[src/rtl/conv_pkg.sv]
// Shared definitions for the convolution result path: default word and
// length widths, and the drain controller state encoding.
package conv_pkg;

    localparam int unsigned CONV_DATA_WIDTH = 16;
    localparam int unsigned CONV_LEN_WIDTH  = 16;

    typedef logic [1:0] drain_state_t;

    localparam drain_state_t ST_IDLE  = 2'd0;
    localparam drain_state_t ST_RUN   = 2'd1;
    localparam drain_state_t ST_FLUSH = 2'd2;
    localparam drain_state_t ST_DONE  = 2'd3;

endpackage

[src/rtl/conv_result_drain_if.sv]
// Handshake bundle between the convolution datapath, the result drain and
// the downstream consumer. The slave side is the drain itself.
interface conv_result_drain_if
    import conv_pkg::*;
#(
    parameter int DATA_WIDTH = CONV_DATA_WIDTH,
    parameter int LEN_WIDTH  = CONV_LEN_WIDTH
) ();

    logic                  start;
    logic [LEN_WIDTH-1:0]  frame_len;
    logic                  in_valid;
    logic [DATA_WIDTH-1:0] in_data;
    logic                  in_ready;
    logic                  out_valid;
    logic [DATA_WIDTH-1:0] out_data;
    logic                  out_ready;
    logic                  out_last;
    logic                  busy;
    logic                  frame_done;
    logic                  overflow;

    modport master (
        output start, frame_len, in_valid, in_data, out_ready,
        input  in_ready, out_valid, out_data, out_last, busy, frame_done, overflow
    );

    modport slave (
        input  start, frame_len, in_valid, in_data, out_ready,
        output in_ready, out_valid, out_data, out_last, busy, frame_done, overflow
    );

endinterface

[src/rtl/conv_result_drain_sync_fifo.sv]
// Single-clock first-word fall-through FIFO. Pointers carry one extra wrap
// bit so that full and empty are distinguishable without a separate count.
module sync_fifo #(
    parameter int WIDTH = 16,
    parameter int DEPTH = 8
) (
    input  logic             clk,
    input  logic             reset,
    input  logic             push,
    input  logic             pop,
    input  logic [WIDTH-1:0] wdata,
    output logic             full,
    output logic             empty,
    output logic [WIDTH-1:0] head
);

    localparam int AW = $clog2(DEPTH);

    logic [AW:0]      wr_ptr;
    logic [AW:0]      rd_ptr;
    logic [WIDTH-1:0] mem [DEPTH];

    // Advance read/write pointers; reset discards all buffered words.
    always_ff @(posedge clk or negedge reset) begin
        if (!reset) begin
            wr_ptr <= '0;
            rd_ptr <= '0;
        end else begin
            if (push && !full) wr_ptr <= wr_ptr + (AW+1)'(1);
            if (pop && !empty) rd_ptr <= rd_ptr + (AW+1)'(1);
        end
    end

    // Storage write; contents need no reset since empty masks them.
    always_ff @(posedge clk) begin
        if (push && !full) mem[wr_ptr[AW-1:0]] <= wdata;
    end

    // Status flags and head-of-queue word.
    always_comb begin
        empty = (wr_ptr == rd_ptr);
        full  = (wr_ptr[AW] != rd_ptr[AW]) && (wr_ptr[AW-1:0] == rd_ptr[AW-1:0]);
        head  = mem[rd_ptr[AW-1:0]];
    end

endmodule

[src/rtl/conv_result_drain.sv]
// Drains convolution results for one frame into a small buffer and forwards
// them downstream, marking the last word of the frame and pulsing
// frame_done once it has been consumed.
module conv_result_drain
    import conv_pkg::*;
#(
    parameter int DATA_WIDTH = CONV_DATA_WIDTH,
    parameter int FIFO_DEPTH = 8,
    parameter int LEN_WIDTH  = CONV_LEN_WIDTH
) (
    input logic               clk,
    input logic               reset,
    conv_result_drain_if.slave bus
);

    drain_state_t          state;
    logic [LEN_WIDTH-1:0]  len_q;
    logic [LEN_WIDTH-1:0]  acc_cnt;
    logic [LEN_WIDTH-1:0]  emit_cnt;
    logic [LEN_WIDTH-1:0]  acc_next;
    logic [LEN_WIDTH-1:0]  emit_next;
    logic                  overflow_q;
    logic                  fifo_full;
    logic                  fifo_empty;
    logic [DATA_WIDTH-1:0] fifo_head;
    logic                  in_ready;
    logic                  out_valid;
    logic                  push;
    logic                  pop;

    sync_fifo #(
        .WIDTH (DATA_WIDTH),
        .DEPTH (FIFO_DEPTH)
    ) u_fifo (
        .clk   (clk),
        .reset (reset),
        .push  (push),
        .pop   (pop),
        .wdata (bus.in_data),
        .full  (fifo_full),
        .empty (fifo_empty),
        .head  (fifo_head)
    );

    // Handshake qualification and next counter values.
    always_comb begin
        in_ready  = (state == ST_RUN) && !fifo_full;
        out_valid = !fifo_empty;
        push      = bus.in_valid && in_ready;
        pop       = out_valid && bus.out_ready;
        acc_next  = acc_cnt + LEN_WIDTH'(1);
        emit_next = emit_cnt + LEN_WIDTH'(1);
    end

    // Frame sequencing, result counters and sticky overflow.
    always_ff @(posedge clk or negedge reset) begin
        if (!reset) begin
            state      <= ST_IDLE;
            len_q      <= '0;
            acc_cnt    <= '0;
            emit_cnt   <= '0;
            overflow_q <= 1'b0;
        end else begin
            // Counted before the case so an accepted start's clear takes priority.
            if (pop) emit_cnt <= emit_next;
            case (state)
                ST_IDLE: begin
                    if (bus.start) begin
                        len_q      <= bus.frame_len;
                        acc_cnt    <= '0;
                        emit_cnt   <= '0;
                        overflow_q <= 1'b0;
                        state      <= (bus.frame_len == '0) ? ST_DONE : ST_RUN;
                    end
                end
                ST_RUN: begin
                    if (push) begin
                        acc_cnt <= acc_next;
                        if (acc_next == len_q) state <= ST_FLUSH;
                    end
                    if (bus.in_valid && !in_ready) overflow_q <= 1'b1;
                end
                ST_FLUSH: begin
                    if (pop && (emit_next == len_q)) state <= ST_DONE;
                end
                ST_DONE: state <= ST_IDLE;
                default: state <= ST_IDLE;
            endcase
        end
    end

    // Output drive; out_data is forced to zero whenever nothing is buffered.
    always_comb begin
        bus.in_ready   = in_ready;
        bus.out_valid  = out_valid;
        bus.out_data   = out_valid ? fifo_head : '0;
        bus.out_last   = out_valid && (emit_cnt == (len_q - LEN_WIDTH'(1)));
        bus.busy       = (state != ST_IDLE);
        bus.frame_done = (state == ST_DONE);
        bus.overflow   = overflow_q;
    end

endmodule
[src/flat_wrapper.sv]
// flat-port wrapper written by rule: the top's interface ports become plain ports
module conv_result_drain_flat import conv_pkg::*;
#(
    parameter int DATA_WIDTH = CONV_DATA_WIDTH,
    parameter int FIFO_DEPTH = 8,
    parameter int LEN_WIDTH  = CONV_LEN_WIDTH
)
  (clk, reset, bus_start, bus_frame_len, bus_in_valid, bus_in_data, bus_out_ready, bus_in_ready, bus_out_valid, bus_out_data, bus_out_last, bus_busy, bus_frame_done, bus_overflow);
  conv_result_drain_if #(.DATA_WIDTH(DATA_WIDTH), .LEN_WIDTH(LEN_WIDTH)) bus_i ();
  input logic clk;
  input logic reset;
  input wire logic [$bits(bus_i.start)-1:0] bus_start;
  input wire logic [$bits(bus_i.frame_len)-1:0] bus_frame_len;
  input wire logic [$bits(bus_i.in_valid)-1:0] bus_in_valid;
  input wire logic [$bits(bus_i.in_data)-1:0] bus_in_data;
  input wire logic [$bits(bus_i.out_ready)-1:0] bus_out_ready;
  output wire logic [$bits(bus_i.in_ready)-1:0] bus_in_ready;
  output wire logic [$bits(bus_i.out_valid)-1:0] bus_out_valid;
  output wire logic [$bits(bus_i.out_data)-1:0] bus_out_data;
  output wire logic [$bits(bus_i.out_last)-1:0] bus_out_last;
  output wire logic [$bits(bus_i.busy)-1:0] bus_busy;
  output wire logic [$bits(bus_i.frame_done)-1:0] bus_frame_done;
  output wire logic [$bits(bus_i.overflow)-1:0] bus_overflow;
  assign bus_i.start = bus_start;
  assign bus_i.frame_len = bus_frame_len;
  assign bus_i.in_valid = bus_in_valid;
  assign bus_i.in_data = bus_in_data;
  assign bus_i.out_ready = bus_out_ready;
  assign bus_in_ready = bus_i.in_ready;
  assign bus_out_valid = bus_i.out_valid;
  assign bus_out_data = bus_i.out_data;
  assign bus_out_last = bus_i.out_last;
  assign bus_busy = bus_i.busy;
  assign bus_frame_done = bus_i.frame_done;
  assign bus_overflow = bus_i.overflow;
  conv_result_drain #(.DATA_WIDTH(DATA_WIDTH), .FIFO_DEPTH(FIFO_DEPTH), .LEN_WIDTH(LEN_WIDTH)) u_core (.clk(clk), .reset(reset), .bus(bus_i));
endmodule
[config.mk]
export PLATFORM = sky130hd
export DESIGN_NAME = conv_result_drain_flat
export DESIGN_NICKNAME = d
export VERILOG_FILES = /design/src/rtl/conv_pkg.sv /design/src/rtl/conv_result_drain_if.sv /design/src/rtl/conv_result_drain_sync_fifo.sv /design/src/rtl/conv_result_drain.sv /design/src/flat_wrapper.sv
export SDC_FILE = /design/constraint.sdc
export NUM_CORES = 1
export LEC_CHECK = 0
export BUFFER_PORTS_ARGS = -buffer_cell sky130_fd_sc_hd__buf_4
export CAP_MARGIN = 20
export CELL_PAD_IN_SITES_DETAIL_PLACEMENT = 0
export CELL_PAD_IN_SITES_GLOBAL_PLACEMENT = 1
export CORE_ASPECT_RATIO = 2
export CORE_MARGIN = 2
export CORE_UTILIZATION = 39
export DETAILED_ROUTE_END_ITERATION = 6
export GPL_TIMING_DRIVEN = 0
export PLACE_DENSITY_LB_ADDON = 0.1
export SLEW_MARGIN = 20
export SYNTH_ARGS = -nofsm -noshare
export SYNTH_HDL_FRONTEND = slang
export SYNTH_SLANG_ARGS = --single-unit
[constraint.sdc]
create_clock -name clk -period 5.1 [get_ports clk]
set_clock_uncertainty 0.15 [all_clocks]
set_input_delay 1.02 -clock clk [delete_from_list [all_inputs] [get_ports clk]]
set_output_delay 1.02 -clock clk [all_outputs]
set_load 0.01 [all_outputs]
==> impl_metrics.toml <==
[logic_synthesis]
synth_ff_type = "sky130_fd_sc_hd__edfxtp_1"
synthCells = 740
synth-async-reset-ratio_pct = 31.55
compound_cell_area_share_of_the_yosys_netlist_pct = 7.143
synth_adder_area_share_pct = 1.215
mean_post_synth_cell_area_um2 = 12.52
synth-xor-area-share_pct = 7.278
netlist_area_mm2 = 0.009266
synth.ff_latch_count = 187
post_synth_and_or_nand_nor_area_fraction_pct = 13.66
ys.warnings.count = 0
synth_top_family_by_area = "simple AND/OR/NAND/NOR gates"
count_of_unique_library_cells_instantiated_by_yosys = 65
synth_sequential_area_ratio_pct = 57.41
post_synth_edffs = 128
mappedNetlistNets = 786
muxShareOfSynthArea_pct = 10.50

[drt]
drt_drc_violations_left = 6
wl_per_cell_um = 21.85
routed_wl_um = 24640
detailroute.via_count = 6278
drt-vias-per-instance = 5.566
count_of_antenna_violating_nets_left_after_detailed_routing = 0
firstDrtPassIters = 7
detailedRoute.firstIterationViolations = 328

[cts]
tritoncts_clock_tree = "done"
clock_path_buffers = 2
cts_htree_levels = 4
cts_root_buf = "sky130_fd_sc_hd__clkbuf_16"
numClockSinks = 187
postCtsHoldBufs = 0
cts-buffers-inserted = 17
clock_insertion_delay_worst_skew_ns = 0.45
cts_repair_resize_count = 0
worst_setup_hold_path_clk_slew_ns = 0.08
post-cts-setup-buffers = 0

[grt]
first_pass_grt_wire_length_um = 38230
grt_overflow = 0
number_of_global_route_vias_before_repair = 6621
groute.usage.overall_pct = 20.40
maximum_number_of_pins_on_one_net_before_global_route_repair = 60
antenna_found_initial = 0

[floorplanning]
initial_standard_cell_utilization_of_the_core_pct = 39.72
dieWidth_um = 113.0
core_area_mm2 = 0.02333
fp-row-count = 79
die_y_um = 222.0
die-area_mm2 = 0.02508
io-pin-count = 59

[cells_and_area]
layout_common_cells = "sky130_fd_sc_hd__edfxtp_1, sky130_fd_sc_hd__nand2_1, sky130_fd_sc_hd__buf_4"
leading_cell_type_in_the_layout_fill_and_taps_excluded = "sky130_fd_sc_hd__edfxtp_1"
num_antenna_cells = 0
finish.net_count = 878
layout-drive-gt1-share_pct = 19.64
areaGrowthSynthToFinish_pct = 17.09
layout.cells.non_filler = 1128
postLayoutCoreUtil_pct = 46.51

[setup_path]
cp_top_family = "simple AND/OR/NAND/NOR gates"
crit_path_category = "reg -> out"
critical-path-slowest-cell = "sky130_fd_sc_hd__a2111oi_0"
critical-path-max-stage-delay_ns = 0.50
reg2reg_from = "u_core.state[1]"
rrSetupSlack_ns = 1.45
critical_path_buffer_and_inverter_count = 3
path_common_cell = "sky130_fd_sc_hd__clkbuf_1"
critical_path.max_fanout = 8
cp.required_ns = 3.93
worst_r2r_path_depth = 10
timing.critical_path.cells = "clkbuf_1 > nor4_4 > nand3_1 > or3_1 > clkbuf_1 > o22a_1 > nor4_1 > nand4_1 > a2111oi_0 > buf_4"
critPathCaptureType = "output pin"
cp.arrival_ns = 3.43
setup.worst_path.start_class = "register"
reg2reg_to = "u_core.acc_cnt[8]"

[placed_design]
dp.final_hpwl_um = 18210
dpl_worst_slack_ns = 0.9667
placed_cells = 1095
gpl.final_weighted_congestion = 0.8660
portBuffers = 58

[sta]
drv_slew = 0
worst_pin_slew_ns = 1.008
setup_viol = 0
finalSetupTns_ns = 0
post-route-worst-setup-slack_ns = 0.5042
timing.final.crit_share_pct = 90.11
rsz0062_at_grt = "no"
hold_violations = 0
holdWs_ns = 0.3379
final.min_clock_period_ns = 4.596
slew_headroom_pct = 32.80
achievable_clock_frequency_ghz = 0.2176

[hold_path]
min_from = "u_core.u_fifo.wr_ptr[3]"
holdPathEnd = "u_core.u_fifo.wr_ptr[3]"
hp-class = "reg -> reg"
worstHoldPathCells = 1

[power]
power.density_cell_area_mw_per_mm2 = 278.9
max-vdd-ir-drop_v = 0.0002599
power.static_leakage_nw = 3.951

[outcome]
run_status = "finished, violations left"
violated_checks = "DRC"

[flow_run]
maxCapViolations = 0
report_power, final:
group | leakage (nW) | total, mW | switching, mW | internal (mW)
combinational | 1.74 | 0.0475 | 0.0287 | 0.0188
sequential | 1.93 | 1.62 | 0 | 1.62
clock | 0.281 | 1.36 | 0.656 | 0.700
worst reg2reg max path: cells and delay by family, from the launching register on:
kind	cells	cell delay, ns
adders and majority gates	1	0.15
and+or+nand+nor	3	0.91
AOI/OAI and AO/OA	3	1.14
buffers and inverters	3	0.81
DFF	1	0.41
stage by stage:
step,power (mW),area [um2]
floorplan,1.657,9266
global placement,1.702,10060
detailed placement,1.704,10230
CTS,3.060,10840
global route,3.116,10850
finish,3.026,10850
synthesized netlist by cell type (6+ instances only):
cell type	instances	area, um2
sky130_fd_sc_hd__ha_1	9	112.6
sky130_fd_sc_hd__nor3b_1	9	67.56
sky130_fd_sc_hd__mux2i_1	23	230.2
sky130_fd_sc_hd__nand4_1	18	112.6
sky130_fd_sc_hd__nor3_1	13	65.06
sky130_fd_sc_hd__a21oi_1	17	85.08
sky130_fd_sc_hd__nand2_1	90	337.8
sky130_fd_sc_hd__nor4_1	15	93.84
sky130_fd_sc_hd__o21ai_0	34	170.2
sky130_fd_sc_hd__and2_1	6	37.54
sky130_fd_sc_hd__or3_1	11	68.82
sky130_fd_sc_hd__xnor2_1	42	367.9
sky130_fd_sc_hd__o41ai_1	6	52.55
sky130_fd_sc_hd__clkbuf_1	31	116.4
sky130_fd_sc_hd__nor2_1	50	187.7
sky130_fd_sc_hd__nand3_1	19	95.09
sky130_fd_sc_hd__mux4_2	32	720.7
sky130_fd_sc_hd__edfxtp_1	128	3844
sky130_fd_sc_hd__inv_1	14	52.55
sky130_fd_sc_hd__xor2_1	35	306.5
sky130_fd_sc_hd__dfrtp_1	59	1476
kinds of logic after synthesis:
| logic type | after synthesis |
|---|---|
| flip-flops | 187 |
| buffers and inverters | 59 |
| XOR/XNOR | 77 |
| multiplexers | 57 |
| AO/OA/AOI/OAI | 98 |
| AND/OR/NAND/NOR | 253 |
| adder cells (fa/ha/maj) | 9 |
per-layer routing:
| metal | vias up | routed length, um | global-route usage (%) |
|---|---|---|---|
| li1 | 2943 | - | - |
| met1 | 3172 | 9146 | 21.48 |
| met2 | 132 | 14050 | 39.31 |
| met3 | 31 | 704 | 2.843 |
| met4 | 0 | 739 | 9.009 |
| met5 | - | 0 | 0 |
worst max-delay path by stage:
stage / slack, ns / start / to / depth (start not counted)
6_report: 0.50 / u_core.len_q[5] / bus_out_last / 10
5_1_grt: 0.22 / u_core.len_q[5] / bus_out_last / 10
4_1_cts: 0.47 / u_core.len_q[5] / bus_out_last / 10
3_5_place_dp: 0.97 / u_core.len_q[5] / bus_out_last / 10
3_3_place_gp: -0.09 / bus_in_valid / u_core.u_fifo.mem[6][13] / 5
2_1_floorplan: 1.31 / u_core.len_q[4] / bus_out_last / 9
layout make-up:
class                           count  area, um2
Multi-Input combinational cell    494       3737
Inverter                           14      52.55
Clock inverter                     15      177.7
Buffer                             45      205.2
Timing Repair Buffer               73      578.1
Clock buffer                       17      425.4
Sequential cell                   187       5320
Tap cell                          283      354.1
Fill cell                        2167      12480
flip-flops by register name (all words and copies together), names as in the netlist:
signal	count
u_core.state	2
u_core.u_fifo.rd_ptr	4
u_core.u_fifo.wr_ptr	4
u_core.acc_cnt	16
u_core.u_fifo.mem	128
u_core.len_q	16
u_core.emit_cnt	16
u_core.bus.overflow	1
(Power assumes the default switching activity.)
